[src/rtl/sipo_comma_aligner.sv]
// Receive-side deserializer: shifts in the serial stream MSB first, locks onto K28.5 commas
// and emits one aligned 10-bit word every 10 clocks, dropping lock after repeated misaligned commas.
module sipo_comma_aligner #(
    parameter logic [9:0]  COMMA_N     = 10'b0011111010,
    parameter logic [9:0]  COMMA_P     = 10'b1100000101,
    parameter int unsigned LOSS_THRESH = 2
) (
    input  logic       clk,
    input  logic       rst,
    input  logic       ser_in,
    input  logic       align_en,
    output logic [9:0] par_out,
    output logic       par_valid,
    output logic       aligned,
    output logic       comma_det
);

    localparam logic [0:0] HUNT       = 1'b0;
    localparam logic [0:0] LOCKED     = 1'b1;
    localparam logic [2:0] LOSS_LIMIT = 3'(LOSS_THRESH);

    logic [0:0] state_q, state_d;
    logic [9:0] sr_q, sr_d;
    logic [3:0] bcnt_q, bcnt_d;
    logic [2:0] miss_q, miss_d;
    logic [9:0] par_out_q, par_out_d;
    logic       par_valid_q, par_valid_d;
    logic       comma_det_q, comma_det_d;

    logic       match;
    logic [3:0] bcnt_inc;
    logic [2:0] miss_inc;

    always_comb begin
        sr_d        = {sr_q[8:0], ser_in};
        match       = (sr_d == COMMA_N) || (sr_d == COMMA_P);
        bcnt_inc    = (bcnt_q == 4'd9) ? 4'd0 : bcnt_q + 4'd1;
        miss_inc    = (miss_q == 3'd7) ? 3'd7 : miss_q + 3'd1;

        state_d     = state_q;
        bcnt_d      = bcnt_q;
        miss_d      = miss_q;
        par_out_d   = par_out_q;
        par_valid_d = 1'b0;
        comma_det_d = 1'b0;

        if (state_q == HUNT) begin
            if (match && align_en) begin
                state_d     = LOCKED;
                bcnt_d      = 4'd0;
                miss_d      = 3'd0;
                par_out_d   = sr_d;
                par_valid_d = 1'b1;
                comma_det_d = 1'b1;
            end
        end else begin
            bcnt_d = bcnt_inc;
            if (bcnt_inc == 4'd0) begin
                // A comma on the word boundary is aligned, so it only ever clears the miss count.
                par_out_d   = sr_d;
                par_valid_d = 1'b1;
                if (match) begin
                    comma_det_d = 1'b1;
                    miss_d      = 3'd0;
                end
            end else if (match) begin
                if (miss_inc == LOSS_LIMIT) begin
                    state_d = HUNT;
                    miss_d  = 3'd0;
                    bcnt_d  = 4'd0;
                end else begin
                    miss_d = miss_inc;
                end
            end
        end
    end

    always_ff @(posedge clk) begin
        if (!rst) begin
            state_q     <= HUNT;
            sr_q        <= 10'd0;
            bcnt_q      <= 4'd0;
            miss_q      <= 3'd0;
            par_out_q   <= 10'd0;
            par_valid_q <= 1'b0;
            comma_det_q <= 1'b0;
        end else begin
            state_q     <= state_d;
            sr_q        <= sr_d;
            bcnt_q      <= bcnt_d;
            miss_q      <= miss_d;
            par_out_q   <= par_out_d;
            par_valid_q <= par_valid_d;
            comma_det_q <= comma_det_d;
        end
    end

    assign par_out   = par_out_q;
    assign par_valid = par_valid_q;
    assign comma_det = comma_det_q;
    assign aligned   = (state_q == LOCKED);

endmodule

[config.mk]
export PLATFORM = sky130hd
export DESIGN_NAME = sipo_comma_aligner
export DESIGN_NICKNAME = d
export VERILOG_FILES = /design/src/rtl/sipo_comma_aligner.sv
export SDC_FILE = /design/constraint.sdc
export NUM_CORES = 1
export LEC_CHECK = 0
export CAP_MARGIN = 20
export CORE_ASPECT_RATIO = 0.7
export CORE_MARGIN = 4
export CORE_UTILIZATION = 40
export DETAILED_ROUTE_END_ITERATION = 8
export PLACE_DENSITY = 0.73
export SLEW_MARGIN = 10
export SYNTH_ARGS = -nofsm -noshare
export SYNTH_HDL_FRONTEND = slang
export SYNTH_SLANG_ARGS = --single-unit
export TNS_END_PERCENT = 5
[constraint.sdc]
create_clock -name clk -period 2.3 [get_ports clk]
set_input_delay 0.23 -clock clk [delete_from_list [all_inputs] [get_ports clk]]
set_output_delay 0.23 -clock clk [all_outputs]
set_load 0.02 [all_outputs]
Word-level counts from Yosys, hierarchy flattened
Index checks and enable logic that the tools add are counted.

Word-level logic and storage cells: 48. Output and inout bits: 13. Register bits after elaboration: 29.

Reduce and logical (&&, ||, !) cells: 6. Muxes and demuxes: 26. Add/sub/neg operators: 2. Equal/unequal tests: 7.

Operator list (number): $mux W10 (3); $mux W4 (6); $mux W3 (7); $eq A10 B10 Y1 const B (1); $eq A10 B8 Y1 const B (1); $mux W1 (10); $add A4 B1 Y4 const B (1); $eq A4 B4 Y1 const B (1); $logic_not A4 Y1 (1); $ne A2 B1 Y1 const B (2); $reduce_and A2 Y1 (2); $add A3 B1 Y3 const B (1); $eq A3 B2 Y1 const B (1); $eq A3 B3 Y1 const B (1); $reduce_bool A2 Y1 (1); $logic_and A1 B1 Y1 (1); $logic_or A1 B1 Y1 (1).

Depth between registers and ports, before layout
Gate-level depths: netlist (run 1).

Depth in word-level cells: 7. Gate-level depth with buffers: 8. Mapped depth without buffers: 7.

Least setup slack after synthesis (run 1)
Ideal clock, no wire load.

Path type: register -> register. From: register bcnt_q[1]. To: register miss_q[1]. Data required time: 2.184 ns. Buffers on the path: 1. Clock period less this slack: 1.920 ns. Arrival: 1.804 ns. Stages on the path, launching flop included: 9. Setup slack: 0.380 ns. Cell sequence: dfxtp_1 inv_1 ha_1 nand2_1 o211ai_1 or3b_1 buf_6 a32o_1 a41o_1.

Word-level cells in the longest chain between the ends: 5. Elaborated cells on any way between the ends: 6. Those cells by class: 1 x add/sub; 1 x eq/ne; 3 x mux; 1 x reduce/logical.

Ends and longest elaborated chain: start, declared (line 24) `logic [3:0] bcnt_q, bcnt_d;`; start signal, assigned (line 90) `bcnt_q <= bcnt_d;`; $add A4 B1 Y4 / $eq A4 B4 Y1 (equally long branches) (line 37) `bcnt_inc = (bcnt_q == 4'd9) ? 4'd0 : bcnt_q + 4'd1;`; $mux W4 (*) (line 37); $logic_not A4 Y1 (*) (line 58) `if (bcnt_inc == 4'd0) begin`; $mux W3 (*) (line 58); $mux W3 (*) (line 47) `if (state_q == HUNT) begin`; end signal, assigned (line 91) `miss_q <= miss_d;`; end, declared (line 25) `logic [2:0] miss_q, miss_d;`.

Every way passes the cells marked *; elsewhere a longest branch is shown, timed or not. A chain may end at the register's enable or synchronous reset.

Worst setup path in the final report (run 1)
Ends and elaborated chain as after synthesis.

==> impl_metrics.toml, run 1 <==
[cells_and_area]
syn2layout_area_growth_pct = 23.4
utilization = 0.532
n_fill_cell = 265
final-seq-area_um2 = 581
layout-drive-gt1-share = 0.102
nNetsFinal = 163
multi_input_area_um2 = 578
mostFrequentLayoutCell = "dfxtp_1"
antenna_cells = 0
final_cell_mix = "29 x dfxtp_1, 27 x nand2_1, 16 x clkdlybuf4s50_1"

[run]
cap_violations = 0

[place]
place.gp.congestion = 0.744
io_buffers = 16
dp_hpwl_um = 1880

[synthesis]
synth_nets = 141
synth_xor_area_frac = 0.00700
synth_top_family_by_area = "simple AND/OR/NAND/NOR gates"
synthSimpleGateAreaFrac = 0.230
ys_types = 36
syn_avg_cell_area_um2 = 9.27
synth_flop_cell = "dfxtp_1"
yosysSeqAreaShare = 0.464
synth_mux_area_frac = 0.0800
synth_edf_count = 0
syn_area_um2 = 1250
synthArstFlopShare = 0
synth-seq-cells = 29
synth_cells = 135
synthAdderAreaFrac = 0.0200
synth-compound-area-share = 0.125
synth_warnings = 0

[clock_tree]
clk_latency_ps = 280
clk_pin_slew_worst_paths_ps = 60
cts_max_path_buffers = 2
cts_setup_buffers = 0
cts-resized-gates = 0
cts_max_level = 2
cts.sinks = 29
cts_hold_buf = 0
clock-root-buffer = "clkbuf_8"
cts_tree = "done"
numCtsBuffers = 5

[power_and_ir_drop]
leakagePower_nw = 0.705
power.density_nw_per_um2 = 609
power_w = 0.000940
peakVddDrop_mv = 0.379

[die]
die_h_um = 54.8
ios = 17
start_util = 0.431
coreArea_um2 = 2900
rows = 16
die_w_um = 74.8
die_area_um2 = 4100

[critical_path]
r2r_cells = 7
arrival_ps = 2180
worstReg2RegEnd = "miss_q[1]"
r2r-start = "bcnt_q[1]"
critPathCaptureType = "flop"
crit_chain = "inv_1 > ha_1 > nand2_1 > o211ai_1 > or3b_1 > a32o_1 > a41o_1"
max_stage_delay_ps = 420
start_kind = "flop"
cp_slowest_cell = "or3b_1"
reg2reg_slack_ps = 280
crit_path_end = "miss_q[1]"
criticalPathCategory = "flop to flop"
path_max_fanout = 3
cp-startpoint = "bcnt_q[1]"
cp.required_ps = 2470

[routing]
avgViaCountPerCell = 5.08
drtIter0Drc = 63
vias = 981
drc = 0
wl_per_cell_um = 12.9
wirelength_um = 2490
drtPass1Iterations = 4
antenna_left = 0

[global_route]
grt_pass1_wl_um = 4400
grt_pass1_vias = 979
grt_overflow_total = 0
grt.total_usage = 0.149
grt_max_degree = 14
grt_antenna_before_repair = 0

[sta]
slew_headroom = 0.696
holdWs_ps = 456
tns_ps = 0
fmax_ghz = 0.495
post-route-min-period_ps = 2020
worst_slew_pin_slew_ps = 455
finalMaxSlewViolations = 0
post-route-period-util = 0.878
finalHoldViolCount = 0
finalSetupViolCount = 0
clock_skew_ps = 6.24
rsz0062_at_grt = "no"

[status]
status = "complete, no violations"

[hold_path]
min_path_type = "flop to flop"
==> per-layer routing <==
layer | GRT usage | wire, µm
met4 | 0.0976 | 55
met3 | 0.0440 | 79
met5 | 0 | 0
met2 | 0.228 | 1140
met1 | 0.182 | 1220
==> worst max-delay path: cells and delay by family (launching register included) <==
| family | cells | cell delay [ps] |
|---|---|---|
| AOI/OAI and AO/OA | 3 | 700 |
| and+or+nand+nor | 2 | 480 |
| DFF | 1 | 360 |
| adders and majority gates | 1 | 290 |
| buffers and inverters | 1 | 70 |
==> flip-flops by register name, indices dropped and copies added, names as in the netlist <==
signal,flops
aligned,1
bcnt_q,4
comma_det,1
miss_q,3
par_out,10
par_valid,1
sr_q,9
==> power breakdown <==
group,internal [W],switching (W)
clock network,0.000237,0.000174
registers,0.000505,0.00000196
logic,0.00000936,0.0000128
total,0.000751,0.000188
==> cell families (layout without fill, tap and decap cells) <==
kind of cell               count (synthesis)  count (layout)
muxes                                     10              10
xor gates and xnor gates                   1               1
AOI/OAI and AO/OA                         17              17
buffers and inverters                     21              43
adders and majority gates                  2               2
and+or+nand+nor                           55              55
DFF                                       29              29
==> Yosys cell counts, drive strengths merged, types with 2 or more instances <==
cell	n	share of area
ha	2	0.020
dfxtp	29	0.46
nand3	4	0.016
mux2i	10	0.080
o21ai	2	0.011
nor2	6	0.018
buf	4	0.023
inv	15	0.045
o32ai	2	0.014
o211ai	2	0.012
nand3b	3	0.018
a21oi	2	0.0080
nand2	27	0.081
clkbuf	2	0.0060
and2	5	0.025
and4bb	4	0.040
==> layout make-up <==
class	count	area share
Sequential cell	29	0.376
Multi-Input combinational cell	85	0.374
Timing Repair Buffer	21	0.128
Clock buffer	7	0.0559
Inverter	15	0.0365
Tap cell	36	0.0292
==> metrics by stage <==
step,std cells,area (µm²),worst slack (ps)
finish,193,1540,281
global route,193,1540,186
CTS,193,1540,273
detailed placement,186,1460,137
global placement,186,1460,225
floorplan,135,1250,380
==> worst min-delay path by stage <==
stage | startpoint | end | slack (ps) | cells past startpoint
6_report | par_out[4] | par_out[4] | 460 | 2
4_1_cts | par_out[4] | par_out[4] | 460 | 2
5_1_grt | sr_q[5] | sr_q[6] | 480 | 2
3_3_place_gp | par_out[4] | par_out[4] | 440 | 2
2_1_floorplan | ser_in | sr_q[0] | 340 | 2
3_5_place_dp | par_out[4] | par_out[4] | 450 | 2
(Power assumes the default switching activity.)
==> inputs of run 2 (changes only) <==
--- a/config.mk
+++ b/config.mk
@@ -10,7 +10,7 @@
 export CORE_MARGIN = 4
 export CORE_UTILIZATION = 40
 export DETAILED_ROUTE_END_ITERATION = 8
-export PLACE_DENSITY = 0.73
+export PLACE_DENSITY = 0.72
 export SLEW_MARGIN = 10
 export SYNTH_ARGS = -nofsm -noshare
 export SYNTH_HDL_FRONTEND = slang
==> constraint.sdc (replaced) <==
create_clock -name clk -period 2.5 [get_ports clk]
set_input_delay 0.25 -clock clk [delete_from_list [all_inputs] [get_ports clk]]
set_output_delay 0.25 -clock clk [all_outputs]
set_load 0.02 [all_outputs]
==> impl_metrics.toml, run 2 (same netlist as run 1, synthesis figures left out) <==
[sta]
finalSetupViolCount = 0
holdWs_ps = 461
clock_skew_ps = 6.15
finalMaxSlewViolations = 0
slew_headroom = 0.624
rsz0062_at_grt = "no"
tns_ps = 0
finalHoldViolCount = 0
post-route-min-period_ps = 2050
worst_slew_pin_slew_ps = 562
post-route-period-util = 0.821
fmax_ghz = 0.487

[die]
rows = 16
die_w_um = 74.8
coreArea_um2 = 2900
ios = 17
die_area_um2 = 4100
die_h_um = 54.8
start_util = 0.431

[power_and_ir_drop]
power.internal_w = 0.000665
p_comb_frac = 0.022
power.density_nw_per_um2 = 565
pwr-share-seq = 0.544
leakagePower_nw = 0.690
swShare = 0.224
peakVddDrop_mv = 0.391
power_w = 0.000857
switching_power_w = 0.000192
clkPwrFrac = 0.433

[clock_tree]
cts_max_level = 2
cts_hold_buf = 0
cts-resized-gates = 0
cts_setup_buffers = 0
clk_pin_slew_worst_paths_ps = 60
cts_max_path_buffers = 2
numCtsBuffers = 5
clk_latency_ps = 280
cts_tree = "done"
clock-root-buffer = "clkbuf_8"
cts.sinks = 29

[routing]
wirelength_um = 2480
drtPass1Iterations = 4
avgViaCountPerCell = 5.18
vias = 990
drtIter0Drc = 37
wl_per_cell_um = 13.0
antenna_left = 0
drc = 0

[cells_and_area]
mostFrequentLayoutCell = "dfxtp_1"
fin_area_um2 = 1520
n_fill_cell = 273
antenna_cells = 0
largest_register_ffs = 10
syn2layout_area_growth_pct = 21.3
layout-drive-gt1-share = 0.0903
final_cell_mix = "29 x dfxtp_1, 27 x nand2_1, 16 x clkdlybuf4s50_1"
nNetsFinal = 160

[critical_path]
max_stage_delay_ps = 490
cp_slowest_cell = "or3b_1"
crit_chain = "inv_1 > ha_1 > nand2_1 > o211ai_1 > or3b_1 > a32o_1 > a41o_1"
critPathCaptureType = "flop"
arrival_ps = 2220
start_kind = "flop"
cp.required_ps = 2670
path_max_fanout = 7
criticalPathCategory = "flop to flop"

[place]
place.gp.congestion = 0.787
place_area_um2 = 1440
io_buffers = 16
dp_hpwl_um = 1740

[hold_path]
min_path_type = "flop to flop"

[global_route]
grt_pass1_wl_um = 4200
grt_antenna_before_repair = 0
grt_overflow_total = 0
grt.total_usage = 0.142
grt_pass1_vias = 932
grt_max_degree = 20

[status]
status = "complete, no violations"

[run]
cap_violations = 0
==> run 2: final cells by class <==
class,instances,area [µm²],area share
clock buffer,6,72.6,0.0478
clock inverter,2,10.0,0.00660
inverter,15,56.3,0.0371
multi-input combinational,85,578,0.381
sequential,29,581,0.383
tap,36,45.0,0.0297
timing repair buffer,18,175,0.115
==> run 2: final timing paths <==
path / from / to / slack [ps] / cells past startpoint
max: bcnt_q[1] / miss_q[1] / 450 / 7
min: par_out[7] / par_out[7] / 460 / 2
max reg2reg: bcnt_q[1] / miss_q[1] / 450 / 7
min reg2reg: par_out[7] / par_out[7] / 460 / 2
==> run 2: critical path: cells and delay by family, from the launching register on <==
family / cells / cell delay [ps]
adder cells (fa/ha/maj): 1 / 290
buffers and inverters: 1 / 70
AO/OA/AOI/OAI: 3 / 690
flip-flops: 1 / 360
AND/OR/NAND/NOR: 2 / 540
==> run 2: metrics by stage <==
stage	instances	utilization	setup slack, ps
global placement	183	0.494	390
global route	191	0.523	325
floorplan	135	-	580
detailed placement	183	0.494	331
finish	191	0.523	447
CTS	191	0.523	450
==> run 2: power groups by stage <==
| stage | sequential (W) | clock [W] | combinational [W] |
|---|---|---|---|
| after floorplan | 0.000476 | 0 | 0.0000122 |
| after global placement | 0.000477 | 0 | 0.0000186 |
| after detailed placement | 0.000477 | 0 | 0.0000188 |
| after CTS | 0.000466 | 0.000383 | 0.0000189 |
| after global routing | 0.000466 | 0.000405 | 0.0000210 |
| final | 0.000466 | 0.000371 | 0.0000191 |
==> run 2: metal layers <==
| layer | routed length, µm | vias up | global-route usage |
|---|---|---|---|
| met5 | 0 | - | 0 |
| met4 | 76 | 0 | 0.115 |
| met3 | 101 | 8 | 0.0404 |
| met2 | 1030 | 19 | 0.208 |
| met1 | 1270 | 469 | 0.173 |
| li1 | - | 494 | - |
